File: src/rtl/sumsqr_credit.sv
// Credit-based launch gate and result FIFO for the fixed-latency sum-of-squares pipe.
// Launches are allowed only when a FIFO slot is reserved for the result that returns SUMSQR_LAT cycles later.
module sumsqr_credit #(
  parameter int WIDTH      = 1,
  parameter int DEPTH      = 8,
  parameter int SUMSQR_LAT = 4
) (
  input  logic                         clk,
  input  logic                         reset,
  input  logic                         in_valid,
  output logic                         in_ready,
  output logic                         launch,
  input  logic                         res_valid,
  input  logic [WIDTH-1:0]             res_data,
  output logic                         out_valid,
  output logic [WIDTH-1:0]             out_data,
  input  logic                         out_ready,
  output logic [$clog2(DEPTH+1)-1:0]   level,
  output logic                         overflow
);

  localparam int LW = $clog2(DEPTH + 1);
  localparam int PW = (DEPTH > 1) ? $clog2(DEPTH) : 1;
  localparam int DW = (SUMSQR_LAT > 0) ? $clog2(SUMSQR_LAT + 1) : 1;

  localparam logic [LW-1:0] DEPTH_L  = LW'(DEPTH);
  localparam logic [PW-1:0] LAST_PTR = PW'(DEPTH - 1);
  localparam logic [DW-1:0] LAT_L    = DW'(SUMSQR_LAT);

  logic [LW-1:0]    credits_q, credits_d;
  logic [LW-1:0]    count_q, count_d;
  logic [PW-1:0]    wr_ptr_q, wr_ptr_d;
  logic [PW-1:0]    rd_ptr_q, rd_ptr_d;
  logic [DW-1:0]    drop_q, drop_d;
  logic             overflow_q, overflow_d;
  logic [WIDTH-1:0] mem_q [DEPTH];
  logic [WIDTH-1:0] mem_d [DEPTH];

  logic pop;
  logic accept;
  logic full;
  logic wr_en;

  // in_ready is gated by reset so nothing can launch while state is held cleared
  assign in_ready  = (credits_q != '0) & ~reset;
  assign launch    = in_valid & in_ready;
  assign out_valid = (count_q != '0);
  assign out_data  = mem_q[rd_ptr_q];
  assign level     = count_q;
  assign overflow  = overflow_q;

  assign pop    = out_valid & out_ready;
  assign accept = res_valid & (drop_q == '0);
  assign full   = (count_q == DEPTH_L);
  assign wr_en  = accept & ~full;

  always_comb begin
    credits_d = credits_q;
    if (launch && !pop)
      credits_d = credits_q - LW'(1);
    else if (pop && !launch && (credits_q != DEPTH_L))
      credits_d = credits_q + LW'(1);
  end

  always_comb begin
    count_d = count_q;
    if (wr_en && !pop)
      count_d = count_q + LW'(1);
    else if (pop && !wr_en)
      count_d = count_q - LW'(1);
  end

  always_comb begin
    wr_ptr_d = wr_ptr_q;
    rd_ptr_d = rd_ptr_q;
    if (wr_en)
      wr_ptr_d = (wr_ptr_q == LAST_PTR) ? '0 : wr_ptr_q + PW'(1);
    if (pop)
      rd_ptr_d = (rd_ptr_q == LAST_PTR) ? '0 : rd_ptr_q + PW'(1);
  end

  always_comb begin
    mem_d = mem_q;
    if (wr_en)
      mem_d[wr_ptr_q] = res_data;
  end

  // results still in flight from before a reset emerge during this window and are discarded
  always_comb begin
    drop_d = drop_q;
    if (drop_q != '0)
      drop_d = drop_q - DW'(1);
  end

  assign overflow_d = overflow_q | (accept & full);

  always_ff @(posedge clk or posedge reset) begin
    if (reset) begin
      credits_q  <= DEPTH_L;
      count_q    <= '0;
      wr_ptr_q   <= '0;
      rd_ptr_q   <= '0;
      drop_q     <= LAT_L;
      overflow_q <= 1'b0;
      for (int i = 0; i < DEPTH; i++)
        mem_q[i] <= '0;
    end else begin
      credits_q  <= credits_d;
      count_q    <= count_d;
      wr_ptr_q   <= wr_ptr_d;
      rd_ptr_q   <= rd_ptr_d;
      drop_q     <= drop_d;
      overflow_q <= overflow_d;
      mem_q      <= mem_d;
    end
  end

endmodule
File: config.mk
export PLATFORM = sky130hd
export DESIGN_NAME = sumsqr_credit
export DESIGN_NICKNAME = d
export VERILOG_FILES = /design/src/rtl/sumsqr_credit.sv
export SDC_FILE = /design/constraint.sdc
export NUM_CORES = 1
export LEC_CHECK = 0
export CORE_AREA = 2 2 69 71
export CTS_CLUSTER_SIZE = 25
export DETAILED_ROUTE_END_ITERATION = 12
export DIE_AREA = 0 0 71 73
export GPL_TIMING_DRIVEN = 1
export SKIP_LAST_GASP = 1
export SYNTH_ARGS = -nofsm -noshare
export SYNTH_HDL_FRONTEND = slang
export SYNTH_SLANG_ARGS = --single-unit
File: constraint.sdc
create_clock -name clk -period 3.1 [get_ports clk]
set_clock_uncertainty 0.1 [all_clocks]
set_input_delay 0.62 -clock clk [delete_from_list [all_inputs] [get_ports clk]]
set_output_delay 0.62 -clock clk [all_outputs]
set_load 0.05 [all_outputs]
==> summary.md, run 1 <==
| Metric | Value |
|---|---|
| CP Capture Type | primary output |
| Hold_buf cts | 0 |
| Worst Tran Pin Value | 0.515 ns |
| Main flop type after synthesis | dfrtp_1 |
| Asr flop ratio synth | 100% |
| Post-CTS Setup Bufs | 0 |
| Number of nets still failing antenna checks after routing | 0 |
| Place WS | 0.147 ns |
| CP arrival | 2.23 ns |
| Worst setup margin | 0.146 ns |
| Reg clk slew, reported paths | 0.10 ns |
| Largest net degree at the start of global routing | 24 |
| Post_cts resized | 0 |
| DRC viols | 0 |
| Die ar. | 5180 µm² |
| Yosys top cell by area | dfrtp_1 |
| Final hold viol count | 0 |
| Register area share after synthesis | 43.6% |
| RSZ-0062 raised after global routing | false |
| # rows | 25 |
| Wirelength, routed | roughly 2700 µm |
| Worst path required time | 2.38 ns |
| Synth area leaders | dfrtp_1, mux2_2, ha_1 |
| Final period util | between 90% and 100% |
| DR vias | roughly 960 |
| Top Ports | 15 |
| Total power | 1950 µW |
| YS warnings | 0 |
| 1st-iter DRT viols | 28 |
| Initial antenna violation count | 0 |
| Die Ht | 73 µm |
| Vias/cell | just over 5 |
| Filler cell count in the final layout | 428 |
| Post-synth EDFFs | 0 |
| Routed wire per std cell | 14.0 µm |
| Initial core utilization | 33.0% |
| P&R area growth vs syn | 18.7% |
| Fmax | 0.339 GHz |
| Antenna Cells | 0 |
| Core area | 4540 µm² |
| Worst-Skew Late Latency | around 0.28 ns |
| First-pass GRT wire length | 4820 µm |
| Setup TNS | 0 ns |
| Top cell type's share of synthesized area | 40.1% |
| Min Clock Period, post-route | around 3.0 ns |
| GRT Overall Usage | 12.0% |
| Chip width | 71 µm |
| Clock Path Buffers | 2 |
| Clock sinks | 26 |
| TritonCTS Buffers | 3 |
| GP Congestion | between 0.7 and 0.8 |
| Netlist cell types | 35 |
| Crit path max fanout | 5 |
| Status | finished clean |
| Cells after synthesis | between 100 and 150 |
| CTS tree | done |
| H-Tree Level Count | 1 |
| Max-slew violations | 0 |
| # port buffers | 14 |
| R2R cell count | 9 |
| Seq cells post-synth | 26 |
| Hold Path Stages | 1 |
| Layout Nets | approximately 160 |
| Pwr/cell area | 1090 nW/µm² |
| Root buffer cell | clkbuf_8 |
| Pre-Repair DR Iteration Count | 3 |
| Detail Placement HPWL | 2010 µm |
| Max Cap Viol | 0 |
| Vias in the first global route | 1072 |
| Post-Syn Area | 1500 µm² |
| LEAKAGE | 0.000762 µW |
| Maximum VDD drop | 409 µV |
| Grt ovf | 0 |
| Endpoints failing setup | 0 |
| Crit Path Class | reg2out |
| Post-Syn Nets | 137 |
| Worst Hold Class | reg2reg |
| CP Launch Type | flop |
| Avg Synthesized Cell Area | 12.7 µm² |
| Slew margin rel. | 65.5% |
| Share of cells above drive strength 1 | 25.0% |
[power breakdown]
group / total [µW] / internal (µW) / switching, µW
clock: 282 / 173 / 110
sequential: 705 / 502 / 203
combinational: 959 / 481 / 478
total: 1950 / 1160 / 790
[synth_stat cells, types with 2 or more instances]
| library cell | number |
|---|---|
| dfrtp_1 | 24 |
| mux2_2 | 15 |
| ha_1 | 11 |
| inv_1 | 8 |
| xnor2_1 | 7 |
| nor2_1 | 6 |
| a21oi_1 | 4 |
| mux2i_1 | 4 |
| nand4b_1 | 3 |
| nor2b_1 | 3 |
| nor3_1 | 3 |
| dfstp_2 | 2 |
| fa_1 | 2 |
| mux4_2 | 2 |
| nand3_1 | 2 |
| nand3b_1 | 2 |
| o21ai_0 | 2 |
[logic make-up after synthesis]
family          count (synthesis)  synth area share [%]
fa+ha+maj                      13                  11.9
compound gates                 12                  7.60
buf+inv                        10                  2.59
xor+xnor                        7                  4.09
mux                            22                  18.0
flops                          26                  43.6
simple gates                   28                  12.3
[per-stage QoR]
stage,hold slack [ns],area (µm²),util (%),instances
after floorplan,0.346,1500,-,118
after global routing,0.414,1780,39.2,190
after detailed placement,0.365,1710,37.6,186
after CTS,0.380,1780,39.2,190
after global placement,0.353,1710,37.6,186
final,0.373,1780,39.2,190
[path summary, 6_finish.rpt]
path,slack (ns),endpoint,startpoint
setup / recovery,0.15,out_data,rd_ptr_q[0]$_DFFE_PP0P_
hold / removal,0.37,drop_q[0]$_DFFE_PP0P_,drop_q[0]$_DFFE_PP0P_
setup reg to reg,0.45,level[3]$_DFFE_PP0P_,level[0]$_DFFE_PP0P_
hold reg to reg,0.37,drop_q[0]$_DFFE_PP0P_,drop_q[0]$_DFFE_PP0P_
max in group asynchronous,1.81,drop_q[2]$_DFFE_PP1P_,reset
min in group asynchronous,0.50,credits_q[2]$_DFFE_PP0P_,reset
[flip-flops by register name, indices dropped and copies added (netlist names)]
name / cells
credits_q: 4
drop_q: 3
rd_ptr_q: 3
overflow: 1
level: 4
mem_q: 8
wr_ptr_q: 3
[critical path, stage by stage (launching register included)]
cell             delay [ns]
dfrtp_1                0.45
mux4_2                 0.51
mux2_2                 0.29
clkdlybuf4s50_1        0.71
[layer usage]
layer	part of all wire, %	up-vias	global-route usage (%)
met5	0	-	0
met4	2.4	0	6.92
met3	2.1	4	1.52
met2	51	11	20.6
met1	45	481	14.7
li1	-	463	-
[area by class of cell]
cell class                      count  area, µm²  area share (%)
Clock buffer                        3       41.3            2.32
Tap cell                           54       67.6            3.80
Multi-Input combinational cell     82        806            45.3
Clock inverter                      1       30.0            1.69
Timing Repair Buffer               16        150            8.44
Inverter                            8       30.0            1.69
Sequential cell                    26        653            36.7
[cell usage in the layout (no fill, tap or decap), types with 2 or more instances in the layout]
master,netlist,layout
a21oi_1,4,4
buf_4,0,4
clkbuf_8,0,3
clkdlybuf4s50_1,0,12
dfrtp_1,24,24
dfstp_2,2,2
fa_1,2,2
ha_1,11,11
inv_1,8,8
mux2_2,15,15
mux2i_1,4,4
mux4_2,2,2
nand3_1,2,2
nand3b_1,2,2
nand4b_1,3,3
nor2_1,6,6
nor2b_1,3,3
nor3_1,3,3
o21ai_0,2,2
xnor2_1,7,7
Note: power is estimated with default switching activity, not from simulation.
==> inputs of run 2 (changes only) <==
CORE_AREA = 2 2 55 57   (was 2 2 69 71)
DIE_AREA = 0 0 57 59   (was 0 0 71 73)
PLACE_DENSITY = 0.77   (was unset)
==> run 2 against run 1 <==
  * Register-to-register slack got worse by 0.02 ns
  * Die area decreased by 35%
  * Count of clock-buffer cells in the layout unchanged
  * First-iteration DRC count fell by 11%
  * Cell count down 12%
  * Clock power shrank 17%
  * Sequential cell count stayed put
  * Wire length unchanged
  * Via count increased by 1.3%
  * Cell area shrank 2.6%
  * Highest routed layer unchanged
==> summary.md, run 2 (same netlist as run 1, synthesis figures left out) <==
| Metric | Value |
|---|---|
| Status | finished clean |
| Endpoints failing setup | 0 |
| RSZ-0062 raised after global routing | false |
| Core area | 2710 µm² |
| # rows | 19 |
| Fmax | 0.347 GHz |
| Initial core utilization | 55.3% |
| Comb power frac | 50.1% |
| Final period util | 92.9% |
| Clock share of power | 12.3% |
| P_int | around 1100 µW |
| Wirelength, routed | 2670 µm |
| Most common cell after layout, fill and taps aside | dfrtp_1 |
| Die Ht | a little under 60 µm |
| Max-slew violations | 0 |
| Initial antenna violation count | 0 |
| Worst path required time | 2.38 ns |
| R2R cell count | 9 |
| Switching Share | 41.9% |
| Vias/cell | 5.81 |
| Final hold viol count | 0 |
| Biggest register | mem_q |
| Sequential power share | 37.6% |
| P&R area growth vs syn | 15.6% |
| Number of nets still failing antenna checks after routing | 0 |
| LEAKAGE | 0.000755 µW |
| Antenna Cells | 0 |
| Grt ovf | 0 |
| Root buffer cell | clkbuf_4 |
| Cell Count, Final, Fillers Out | about 170 |
| Worst Hold Class | reg2reg |
| Place WS | between 0.2 and 0.25 ns |
| Post_cts resized | 1 |
| Reg clk slew, reported paths | 0.15 ns |
| Worst setup margin | about 0.22 ns |
| Placed insts | 163 |
| Worst reg2reg setup slack | 0.43 ns |
| Worst-Skew Late Latency | 0.32 ns |
| # port buffers | 14 |
| Hold WS | 0.383 ns |
| Maximum VDD drop | 746 µV |
| CTS tree | done |
| Min Clock Period, post-route | 2.88 ns |
| Worst Tran Pin Value | 0.494 ns |
| DRC viols | 0 |
| Chip width | 57 µm |
| Hold EP | drop_q[0]$_DFFE_PP0P_ |
| 1st-iter DRT viols | 25 |
| CP Capture Type | primary output |
| Slew margin rel. | 67.0% |
| First-pass GRT wire length | slightly below 5000 µm |
| Clock Path Buffers | 2 |
| Vias in the first global route | 1093 |
| Largest net degree at the start of global routing | 19 |
| CP Launch Type | flop |
| Crit path max fanout | 6 |
| Largest register FFs | 8 |
| Endpoint of the most critical register-to-register path | level[3]$_DFFE_PP0P_ |
| Max Cap Viol | 0 |
| Most frequent cells in the layout | dfrtp_1, mux2_2, clkdlybuf4s50_1 |
| Detail Placement HPWL | 2030 µm |
| Hold Path Stages | 1 |
| Hold Startpoint | drop_q[0]$_DFFE_PP0P_ |
| TritonCTS Buffers | 3 |
| Pre-Repair DR Iteration Count | 4 |
| Crit Path Class | reg2out |
| Hold_buf cts | 0 |
| Post-CTS Setup Bufs | 0 |
| DR vias | 971 |
| Net Sw Power | 796 µW |
| Pwr/cell area | 1100 nW/µm² |
| Die ar. | 3360 µm² |
| Routed wire per std cell | roughly 16 µm |
| CP arrival | 2.16 ns |
| GP Congestion | 0.763 |
| Layout Nets | approximately 160 |
| Worst Setup SP | level[0]$_DFFE_PP0P_ |
| Top Ports | 15 |
| GRT Overall Usage | 18.7% |
| H-Tree Level Count | 1 |
| Worst R2R Start | level[0]$_DFFE_PP0P_ |
| Share of cells above drive strength 1 | 24.3% |
| Setup TNS | 0 ns |
| Clock sinks | 26 |
## run 2: power groups by stage
stage	Combinational (µW)	Sequential [µW]	Clock, µW
floorplan	648	763	0
global placement	925	698	0
detailed placement	965	721	0
CTS	964	715	240
global route	1050	740	250
finish	951	713	234
## run 2: critical path: stages (launching register included)
cell and delay, ns:
dfrtp_1 0.51, nor3_1 0.47, nand2b_2 0.14, clkdlybuf4s50_1 0.72
## run 2: layout make-up
type	instances	area, µm²
Fill cell	227	978
Multi-Input combinational cell	82	806
Sequential cell	26	653
Timing Repair Buffer	16	151
Tap cell	31	38.8
Clock inverter	1	30.0
Inverter	8	30.0
Clock buffer	3	22.5
## run 2: through the flow
step | utilization (%) | power (µW) | cell area (µm²)
after floorplan | - | 1410 | 1500
after global placement | 62.0 | 1620 | 1680
after detailed placement | 62.0 | 1690 | 1680
after CTS | 63.9 | 1920 | 1730
after global routing | 63.9 | 2040 | 1730
final | 63.9 | 1900 | 1730
## run 2: how the worst max path moves through the flow
stage,end,depth (start not counted),slack [ns]
2_1_floorplan,level[3]$_DFFE_PP0P_,10,0.32
3_3_place_gp,level[3]$_DFFE_PP0P_,9,0.30
3_5_place_dp,level[3]$_DFFE_PP0P_,9,0.21
4_1_cts,out_valid,3,0.20
5_1_grt,out_valid,3,0.15
6_report,out_valid,3,0.22
## run 2: per-layer routing
metal  vias up  track usage [%]  routed length (µm)
li1        468                -                   -
met1       486             23.8                1160
met2        13             32.2                1400
met3         4             2.40                  72
met4         0             8.31                  36
met5         -                0                   0
==> inputs of run 3 (changes only) <==
SLEW_MARGIN = 20   (was unset)
==> results of run 3 <==
The final DEF is identical to that of run 2; final timing and power are the same.
